**src/rtl/uart_pkg.sv**
```systemverilog
// uart_pkg
// Shared constants and types for the UART block family (TX FIFO, serializer,
// RX side). Keeping the byte width and default FIFO depth here ensures that
// all UART blocks agree on them.
package uart_pkg;

   localparam int UART_DATA_W        = 8;
   localparam int UART_TX_FIFO_DEPTH = 16;

   typedef logic [UART_DATA_W-1:0] uart_byte_t;

endpackage : uart_pkg

```
**src/rtl/uart_tx_fifo_if.sv**
```systemverilog
// uart_tx_fifo_if
// Bundles the host push side, the serializer pop side and the status/error
// signals of the UART transmit FIFO.
//   wr_en, wr_data   : host push strobe and byte
//   flush            : discard all stored bytes
//   req              : one-cycle pop strobe from the serializer
//   err_clr          : clears the sticky error flags
//   full             : count == DEPTH
//   data_available   : count != 0
//   data             : last popped byte, held until the next accepted pop
//   count            : number of stored bytes, 0..DEPTH
//   overflow         : sticky, push attempted while full with no pop
//   underflow        : sticky, pop requested while empty
// Modports: master = host/serializer side, slave = FIFO side.
interface uart_tx_fifo_if
   import uart_pkg::*;
#(
   parameter int DEPTH = UART_TX_FIFO_DEPTH
);
   localparam int AW = $clog2(DEPTH);

   logic          wr_en;
   uart_byte_t    wr_data;
   logic          flush;
   logic          req;
   logic          err_clr;
   logic          full;
   logic          data_available;
   uart_byte_t    data;
   logic [AW:0]   count;
   logic          overflow;
   logic          underflow;

   modport master (
      output wr_en, wr_data, flush, req, err_clr,
      input  full, data_available, data, count, overflow, underflow
   );

   modport slave (
      input  wr_en, wr_data, flush, req, err_clr,
      output full, data_available, data, count, overflow, underflow
   );

endinterface : uart_tx_fifo_if

```
**src/rtl/uart_fifo_mem.sv**
```systemverilog
// uart_fifo_mem
// Simple dual-port byte array: synchronous write, registered read.
// The read register holds its value until the next read enable, so the
// popped byte stays stable for the serializer.
//   clk, rst_n : clock, synchronous active-low reset (clears read register only)
//   we, waddr, wdata : write port
//   re, raddr        : read port, rdata updates on the edge where re is high
//   rdata            : registered read data
module uart_fifo_mem
   import uart_pkg::*;
#(
   parameter int DEPTH = UART_TX_FIFO_DEPTH,
   parameter int AW    = $clog2(DEPTH)
) (
   input  logic          clk,
   input  logic          rst_n,
   input  logic          we,
   input  logic [AW-1:0] waddr,
   input  uart_byte_t    wdata,
   input  logic          re,
   input  logic [AW-1:0] raddr,
   output uart_byte_t    rdata
);

   uart_byte_t mem_q [DEPTH];
   uart_byte_t rdata_q;
   uart_byte_t rdata_d;

   // Storage array is intentionally not reset.
   always_ff @(posedge clk) begin
      if (we) begin
         mem_q[waddr] <= wdata;
      end
   end

   // Read register only moves on an accepted pop; otherwise it holds.
   always_comb begin
      rdata_d = rdata_q;
      if (re) begin
         rdata_d = mem_q[raddr];
      end
   end

   // A simultaneous write to the same address is seen as the old contents,
   // which is what the full-with-push-and-pop case relies on.
   always_ff @(posedge clk) begin
      if (!rst_n) begin
         rdata_q <= '0;
      end else begin
         rdata_q <= rdata_d;
      end
   end

   assign rdata = rdata_q;

endmodule : uart_fifo_mem

```
**src/rtl/uart_tx_fifo.sv**
```systemverilog
// uart_tx_fifo
// Byte FIFO in front of the UART transmit serializer. Owns pointers, fill
// count and sticky error flags; storage and the popped-byte register live in
// uart_fifo_mem.
//   clk   : system clock, rising edge
//   rst_n : synchronous active-low reset
//   bus   : uart_tx_fifo_if.slave (push, pop, flush, status and error flags)
module uart_tx_fifo
   import uart_pkg::*;
#(
   parameter int DEPTH = UART_TX_FIFO_DEPTH,
   localparam int AW   = $clog2(DEPTH)
) (
   input  logic           clk,
   input  logic           rst_n,
   uart_tx_fifo_if.slave  bus
);

   logic [AW-1:0] wp_q, wp_d;
   logic [AW-1:0] rp_q, rp_d;
   logic [AW:0]   count_q, count_d;
   logic          overflow_q, overflow_d;
   logic          underflow_q, underflow_d;

   logic full;
   logic not_empty;
   logic pop_req;
   logic pop_ok;
   logic push_ok;
   logic overflow_set;
   logic underflow_set;

   // Status comes only from the registered count, never from pointer compare.
   assign full      = (count_q == (AW+1)'(DEPTH));
   assign not_empty = (count_q != '0);

   // pop_req ignores flush so that a pop alongside a push while full still
   // counts as making room for the overflow decision.
   always_comb begin
      pop_req       = bus.req & not_empty;
      pop_ok        = pop_req & ~bus.flush;
      push_ok       = bus.wr_en & (~full | pop_req) & ~bus.flush;
      overflow_set  = bus.wr_en & full & ~pop_req;
      underflow_set = bus.req & ~not_empty;
   end

   // Pointer and count next-state; flush overrides push and pop.
   always_comb begin
      wp_d    = wp_q;
      rp_d    = rp_q;
      count_d = count_q;
      if (bus.flush) begin
         wp_d    = '0;
         rp_d    = '0;
         count_d = '0;
      end else begin
         if (push_ok) begin
            wp_d = wp_q + 1'b1;
         end
         if (pop_ok) begin
            rp_d = rp_q + 1'b1;
         end
         if (push_ok && !pop_ok) begin
            count_d = count_q + 1'b1;
         end else if (pop_ok && !push_ok) begin
            count_d = count_q - 1'b1;
         end
      end
   end

   // Sticky flags: a set event in the same cycle beats err_clr.
   always_comb begin
      overflow_d  = overflow_q;
      underflow_d = underflow_q;
      if (overflow_set) begin
         overflow_d = 1'b1;
      end else if (bus.err_clr) begin
         overflow_d = 1'b0;
      end
      if (underflow_set) begin
         underflow_d = 1'b1;
      end else if (bus.err_clr) begin
         underflow_d = 1'b0;
      end
   end

   // Control state register; reset beats flush.
   always_ff @(posedge clk) begin
      if (!rst_n) begin
         wp_q        <= '0;
         rp_q        <= '0;
         count_q     <= '0;
         overflow_q  <= 1'b0;
         underflow_q <= 1'b0;
      end else begin
         wp_q        <= wp_d;
         rp_q        <= rp_d;
         count_q     <= count_d;
         overflow_q  <= overflow_d;
         underflow_q <= underflow_d;
      end
   end

   uart_fifo_mem #(
      .DEPTH (DEPTH),
      .AW    (AW)
   ) u_mem (
      .clk   (clk),
      .rst_n (rst_n),
      .we    (push_ok),
      .waddr (wp_q),
      .wdata (bus.wr_data),
      .re    (pop_ok),
      .raddr (rp_q),
      .rdata (bus.data)
   );

   assign bus.full           = full;
   assign bus.data_available = not_empty;
   assign bus.count          = count_q;
   assign bus.overflow       = overflow_q;
   assign bus.underflow      = underflow_q;

endmodule : uart_tx_fifo

```
**src/flat_wrapper.sv**
```systemverilog
// flat-port wrapper written by rule: the top's interface ports become plain ports
module uart_tx_fifo_flat import uart_pkg::*;
#(
   parameter int DEPTH = UART_TX_FIFO_DEPTH,
   localparam int AW   = $clog2(DEPTH)
)
  (clk, rst_n, bus_wr_en, bus_wr_data, bus_flush, bus_req, bus_err_clr, bus_full, bus_data_available, bus_data, bus_count, bus_overflow, bus_underflow);
  uart_tx_fifo_if #(.DEPTH(DEPTH)) bus_i ();
  input  logic clk;
  input  logic rst_n;
  input wire logic [$bits(bus_i.wr_en)-1:0] bus_wr_en;
  input wire logic [$bits(bus_i.wr_data)-1:0] bus_wr_data;
  input wire logic [$bits(bus_i.flush)-1:0] bus_flush;
  input wire logic [$bits(bus_i.req)-1:0] bus_req;
  input wire logic [$bits(bus_i.err_clr)-1:0] bus_err_clr;
  output wire logic [$bits(bus_i.full)-1:0] bus_full;
  output wire logic [$bits(bus_i.data_available)-1:0] bus_data_available;
  output wire logic [$bits(bus_i.data)-1:0] bus_data;
  output wire logic [$bits(bus_i.count)-1:0] bus_count;
  output wire logic [$bits(bus_i.overflow)-1:0] bus_overflow;
  output wire logic [$bits(bus_i.underflow)-1:0] bus_underflow;
  assign bus_i.wr_en = bus_wr_en;
  assign bus_i.wr_data = bus_wr_data;
  assign bus_i.flush = bus_flush;
  assign bus_i.req = bus_req;
  assign bus_i.err_clr = bus_err_clr;
  assign bus_full = bus_i.full;
  assign bus_data_available = bus_i.data_available;
  assign bus_data = bus_i.data;
  assign bus_count = bus_i.count;
  assign bus_overflow = bus_i.overflow;
  assign bus_underflow = bus_i.underflow;
  uart_tx_fifo #(.DEPTH(DEPTH)) u_core (.clk(clk), .rst_n(rst_n), .bus(bus_i));
endmodule
```
**config.mk**
```make
export PLATFORM = sky130hd
export DESIGN_NAME = uart_tx_fifo_flat
export DESIGN_NICKNAME = d
export VERILOG_FILES = /design/src/rtl/uart_pkg.sv /design/src/rtl/uart_tx_fifo_if.sv /design/src/rtl/uart_fifo_mem.sv /design/src/rtl/uart_tx_fifo.sv /design/src/flat_wrapper.sv
export SDC_FILE = /design/constraint.sdc
export NUM_CORES = 1
export LEC_CHECK = 0
export BUFFER_PORTS_ARGS = -buffer_cell sky130_fd_sc_hd__buf_2
export CAP_MARGIN = 0
export CORE_MARGIN = 4
export CORE_UTILIZATION = 44
export DETAILED_ROUTE_END_ITERATION = 8
export GPL_TIMING_DRIVEN = 0
export PLACE_DENSITY = 0.65
export SETUP_SLACK_MARGIN = 0.1
export SLEW_MARGIN = 5
export SYNTH_ARGS = -nofsm -noshare
export SYNTH_HDL_FRONTEND = slang
export SYNTH_HIERARCHICAL = 1
export SYNTH_SLANG_ARGS = --single-unit
export TNS_END_PERCENT = 50
```
**constraint.sdc**
```tcl
create_clock -name clk -period 2.9 [get_ports clk]
set_input_delay 0.145 -clock clk [delete_from_list [all_inputs] [get_ports clk]]
set_output_delay 0.145 -clock clk [all_outputs]
set_load 0.01 [all_outputs]
```
==> summary.md, run 1 <==
| Metric | Value |
|---|---|
| Status | `complete, no violations` |
| Power per cell area | `658 nW/µm²` |
| Worst-case vdd ir drop | `0.354 mV` |
| Vias in the first global route | `3569` |
| DP HPWL | `8580 µm` |
| Unrepaired setup endpoints after global routing | `yes` |
| Slew HR | `0.162` |
| Global placer's final weighted congestion | `0.815` |
| Die height | `126 µm` |
| Vias per Instance | `5.54` |
| Top cell type's share of synthesized area | `0.622` |
| Yosys warns | `6` |
| Worst-path fanout max | `9` |
| DR iter-0 viols | `266` |
| Slew @ Worst Pin | `1250 ps` |
| Share of post-route cells with drive strength above 1 | `0.212` |
| Crit Path Class | `reg2reg` |
| Clock slew at reported path FFs | `60 ps` |
| Core Box Area | `13800 µm²` |
| Root buffer cell | `clkbuf_16` |
| CTS Sinks | `151` |
| Post-synth top area cell | `edfxtp_1` |
| Final period utilization | `0.923` |
| Slew Viols, Final | `0` |
| TritonRoute pass-1 iters | `5` |
| Layout fillers | `1108` |
| Synthesis-stage register bit count | `151` |
| Lkg Pwr | `2.40 nW` |
| CTS tree | `yes` |
| Final hold vios | `0` |
| Count leader, synth | `edfxtp_1` |
| H-tree Lvls | `4` |
| Remaining DRCs | `0` |
| Die ar. | `16000 µm²` |
| GR Util All Layers | `0.173` |
| Hold WS | `21.1 ps` |
| Syn Area/Cell | `15.2 µm²` |
| Distinct cells, synth | `43` |
| Num rows | `43` |
| Max Cap Viol | `0` |
| Clock latency on the worst-skew pair | `420 ps` |
| Maximum root-to-sink buffer count | `2` |
| Initial Utilization | `0.447` |
| Crit path required time | `3220 ps` |
| Post-synth EDFFs | `128` |
| Worst Setup End Kind | `flip-flop` |
| Post-synthesis sequential area ratio | `0.697` |
| Die X | `126 µm` |
| Mapped Nets | `428` |
| DRT antenna net count | `0` |
| Top post-synthesis cells by count | `edfxtp_1, mux2i_1, nand3_1` |
| Port bufs | `30` |
| Synth-to-Final Area Change | `17.3%` |
| Grt ovf | `0` |
| I/O pin count | `31` |
| Final #Nets | `479` |
| First-pass GRT wire length | `20300 µm` |
| Synth area leaders | `edfxtp_1, mux2i_1, dfxtp_1` |
| Final Power | `4.77 mW` |
| Setup Viol. Count Final | `0` |
| DRT Wirelength | `13200 µm` |
| Worst min path class | `in2reg` |
| Worst EP arrival | `2990 ps` |
| Synth Instances | `407` |
| DR vias | `3607` |
| Highest Clock Rate | `0.374 GHz` |
| Drt wl/cell | `20.2 µm` |
| Ys async rst share | `0` |
| Reg-to-reg slack, setup | `220 ps` |
| Tmin final | `2680 ps` |
| Antenna diodes | `0` |
| CTS buffer count | `17` |
| Synth Flop Type | `edfxtp_1` |
| Initial antenna violation count | `0` |
| Fin Clk Skew | `6.40 ps` |
| Worst setup SP type | `flip-flop` |
| Mapped Area | `6180 µm²` |
| Largest net degree at the start of global routing | `17` |
[what timing repair did]
action,4_1_cts,5_1_grt
hold endpoints to repair,1,0
pin swaps,1,0
hold buffers,1,0
setup buffers,1,0
endpoints found under the setup margin,26,2
resized for setup,6,8
[routing by layer]
| metal | part of all wire | routed length, µm | GRT usage | vias to the layer above |
|---|---|---|---|---|
| met5 | 0 | 0 | 0 | - |
| met4 | 0.034 | 444 | 0.0902 | 0 |
| met3 | 0.060 | 795 | 0.0484 | 26 |
| met2 | 0.48 | 6360 | 0.274 | 119 |
| met1 | 0.42 | 5560 | 0.219 | 1805 |
| li1 | - | - | - | 1657 |
[stage by stage]
step / setup slack (ps) / area, µm² / TNS, ps / utilization / cells
finish: 224 / 7240 / 0 / 0.524 / 651
global route: 88.4 / 7240 / 0 / 0.524 / 651
CTS: 111 / 7200 / 0 / 0.521 / 651
detailed placement: -139 / 6550 / -1230 / 0.474 / 617
global placement: -43.6 / 6550 / -369 / 0.474 / 617
floorplan: 158 / 6180 / 0 / - / 407
[cell families after synthesis]
logic type | after synthesis | synth area share
AO/OA/AOI/OAI | 49 | 0.0579
XOR/XNOR | 7 | 0.00993
adder cells (fa/ha/maj) | 7 | 0.0154
buffers and inverters | 23 | 0.0304
flip-flops | 151 | 0.697
multiplexers | 68 | 0.110
AND/OR/NAND/NOR | 102 | 0.0794
[cells in the final DEF, fill, tap and decap left out, types with 2 or more instances in the layout]
cell and n:
edfxtp_1 128, mux2i_1 68, buf_2 34, nand3_1 29, nor2_1 27, a22oi_1 24
dfxtp_1 21, clkbuf_16 20, nand2_1 19, a21oi_1 11, xor2_1 6, nor2b_1 5
clkbuf_1 4, buf_6 4, nand2b_1 4, buf_4 4, clkinvlp_4 3, clkbuf_8 3
inv_1 3, nor2_2 3, nand3b_1 3, ha_1 3, nor3_2 3, clkinv_2 2
clkinv_4 2, inv_4 2, o211ai_1 2, a21oi_2 2, nor3_1 2, ha_4 2
dfxtp_2 2, buf_12 2, buf_8 2
[worst max-delay path, stage by stage (launching register included)]
cell and delay, ps:
dfxtp_2 350, or4_4 540, buf_6 160, o31ai_4 240
nor2_2 100, ha_2 320, clkbuf_1 350, nor2_1 90
nand3_1 130, a211oi_2 80, a31o_2 220
[power breakdown]
part	switching, mW	internal, mW	total [mW]
combinational	0.141	0.0825	0.224
sequential	0.0194	2.37	2.39
clock	0.835	1.32	2.15
total	0.996	3.77	4.77
[path summary, 6_finish.rpt]
check	start	to	cells after the start
setup / recovery	u_core/bus.count[0]	u_core/bus.count[4]	10
hold / removal	rst_n	u_core/bus.underflow	2
setup reg to reg	u_core/bus.count[0]	u_core/bus.count[4]	10
hold reg to reg	u_core/u_mem/rdata[5]	u_core/u_mem/rdata[5]	2
[cell type report]
class                           instances  area, µm²  area share
Buffer                                 19        173      0.0238
Clock buffer                           24        546      0.0753
Clock inverter                          8       56.3     0.00777
Inverter                                4       17.5     0.00242
Multi-Input combinational cell        233       1750       0.242
Sequential cell                       151       4310       0.594
Tap cell                              180        225      0.0311
Timing Repair Buffer                   32        168      0.0231
[sequential cells by signal (all words and copies together), names as in the netlist]
register	flops
u_core/bus.count	5
u_core/rp_q	4
u_core/bus.underflow	1
u_core/wp_q	4
u_core/u_mem/mem_q	128
u_core/bus.overflow	1
u_core/u_mem/rdata	8
(Power assumes the default switching activity.)
==> inputs of run 2 (changes only) <==
--- a/config.mk
+++ b/config.mk
@@ -9,6 +9,7 @@
 export CAP_MARGIN = 0
 export CORE_MARGIN = 4
 export CORE_UTILIZATION = 44
+export CTS_BUF_LIST = sky130_fd_sc_hd__clkbuf_16
 export DETAILED_ROUTE_END_ITERATION = 8
 export GPL_TIMING_DRIVEN = 0
 export PLACE_DENSITY = 0.65
==> run 2 against run 1 <==
  * Maximum frequency about the same
  * Combinational power about the same
  * Critical endpoint unchanged
  * Hold slack worse by 2.3 ps
  * Final cell count unchanged
  * Total power down 1.7%
  * Clock power down 4%
  * Highest routed layer unchanged
  * Clock skew about the same
  * Global-route usage up 0.054 points
  * Flip-flop and latch count unchanged
==> summary.md, run 2 (synthesis gave the netlist of run 1 again) <==
| Metric | Value |
|---|---|
| Status | `complete, no violations` |
| Worst min path class | `in2reg` |
| I/O pin count | `31` |
| DP HPWL | `8580 µm` |
| Worst-case vdd ir drop | `0.356 mV` |
| WP buf/inv | `2` |
| Initial antenna violation count | `0` |
| Post-route insts no fill | `651` |
| CTS buffer count | `17` |
| Die ar. | `16000 µm²` |
| Share of post-route cells with drive strength above 1 | `0.206` |
| Core Box Area | `13800 µm²` |
| Unrepaired setup endpoints after global routing | `yes` |
| Die height | `126 µm` |
| Slew HR | `0.172` |
| Crit path required time | `3220 ps` |
| DR vias | `3600` |
| Placed instance count | `617` |
| Maximum root-to-sink buffer count | `2` |
| Max Cap Viol | `0` |
| Worst EP arrival | `3000 ps` |
| Tmin final | `2680 ps` |
| Final hold vios | `0` |
| Drt wl/cell | `20.3 µm` |
| Max incr delay on CP | `540 ps` |
| Final period utilization | `0.923` |
| DP Area | `6550 µm²` |
| Global placer's final weighted congestion | `0.815` |
| Family with the most delay on the worst path | `simple AND/OR/NAND/NOR gates` |
| Remaining DRCs | `0` |
| CTS tree | `yes` |
| GR Util All Layers | `0.174` |
| Num rows | `43` |
| Clock slew at reported path FFs | `60 ps` |
| First-pass GRT wire length | `20300 µm` |
| DRT Wirelength | `13200 µm` |
| Synth-to-Final Area Change | `16.8%` |
| Power per cell area | `650 nW/µm²` |
| Largest net degree at the start of global routing | `17` |
| Worst Setup End Kind | `flip-flop` |
| TritonRoute pass-1 iters | `5` |
| H-tree Lvls | `4` |
| CTS Sinks | `151` |
| Worst-path fanout max | `9` |
| Pre-CTS setup slack | `-139 ps` |
| Vias per Instance | `5.53` |
| Initial Utilization | `0.447` |
| Final WS setup | `224 ps` |
| Crit Path Class | `reg2reg` |
| Antenna diodes | `0` |
| Vias in the first global route | `3556` |
| Commonest non-fill, non-tap cell in the layout | `edfxtp_1` |
| Slew @ Worst Pin | `1230 ps` |
| Lkg Pwr | `2.39 nW` |
| Grt ovf | `0` |
| Design area | `7210 µm²` |
| Setup TNS | `0 ps` |
| Slew Viols, Final | `0` |
| Reg with most FFs | `u_core/u_mem/mem_q` |
| Highest Clock Rate | `0.374 GHz` |
| DRT antenna net count | `0` |
| Max reg flops | `128` |
| Final #Nets | `479` |
| Die X | `126 µm` |
| Fin Clk Skew | `6.08 ps` |
| Worst setup SP type | `flip-flop` |
| Clock latency on the worst-skew pair | `420 ps` |
| Critical path's slowest cell | `or4_4` |
| Commonest cells after routing, fill and taps aside | `edfxtp_1, mux2i_1, buf_2` |
| Finished Core Util | `0.522` |
| DR iter-0 viols | `324` |
| Root buffer cell | `clkbuf_16` |
| Setup Viol. Count Final | `0` |
| Cell Chain, Critical Path | `or4_4 > buf_6 > o31ai_4 > nor2_2 > ha_2 > clkbuf_1 > nor2_1 > nand3_1 > a211oi_2 > a31o_2` |
| Port bufs | `30` |
==> run 2: changes by cell type in the layout (fill, tap and decap cells not counted), sizes merged <==
| cell | delta |
|---|---|
| clkbuf | -4 |
| clkinv | +3 |
| inv | +1 |
==> run 2: worst register-to-register path, delay by kind of cell, from the launching register on <==
family,cells,cell delay (ps)
DFF,1,350
adders and majority gates,1,320
buffers and inverters,2,510
and+or+nand+nor,4,860
AOI/OAI and AO/OA,3,540
==> run 2: what timing repair did <==
item,CTS,global route
hold buffers,1,0
endpoints found under the setup margin,26,2
pin swaps,1,0
endpoints found under the hold margin,1,0
resized for setup,6,8
buffers inserted,1,0
==> run 2: path summary, 6_finish.rpt <==
kind / from / end / slack [ps] / cells past startpoint
worst max-delay path: u_core/bus.count[0] / u_core/bus.count[4] / 220 / 10
worst min register to register: u_core/u_mem/rdata[5] / u_core/u_mem/rdata[5] / 450 / 2
worst min-delay path: rst_n / u_core/bus.underflow / 20 / 2
worst max register to register: u_core/bus.count[0] / u_core/bus.count[4] / 220 / 10
==> run 2: area by class of cell <==
class / count / area (µm²)
Multi-Input combinational cell: 233 / 1750
Timing Repair Buffer: 32 / 168
Clock inverter: 12 / 71.3
Tap cell: 180 / 225
Buffer: 19 / 173
Inverter: 4 / 17.5
Clock buffer: 20 / 500
Fill cell: 1111 / 6610
Sequential cell: 151 / 4310
==> run 2: power breakdown <==
| part | internal [mW] | total [mW] | switching (mW) | leakage, nW |
|---|---|---|---|---|
| clock network | 1.23 | 2.07 | 0.837 | 0.277 |
| logic | 0.0825 | 0.225 | 0.142 | 0.774 |
| registers | 2.37 | 2.39 | 0.0194 | 1.34 |
| total | 3.69 | 4.69 | 0.998 | 2.39 |
==> run 2: per-stage QoR <==
step / power, mW / hold WS, ps
6_report: 4.69 / 18.8
5_1_grt: 4.86 / 25.9
4_1_cts: 4.72 / 6.46
3_5_place_dp: 2.65 / 439
3_3_place_gp: 2.64 / 438
2_1_floorplan: 2.55 / 244
==> run 2: per-layer routing <==
metal | vias up | track usage | part of all wire
met5 | - | 0 | 0
met4 | 0 | 0.0845 | 0.031
met3 | 24 | 0.0531 | 0.061
met2 | 115 | 0.273 | 0.48
met1 | 1803 | 0.220 | 0.43
li1 | 1658 | - | -
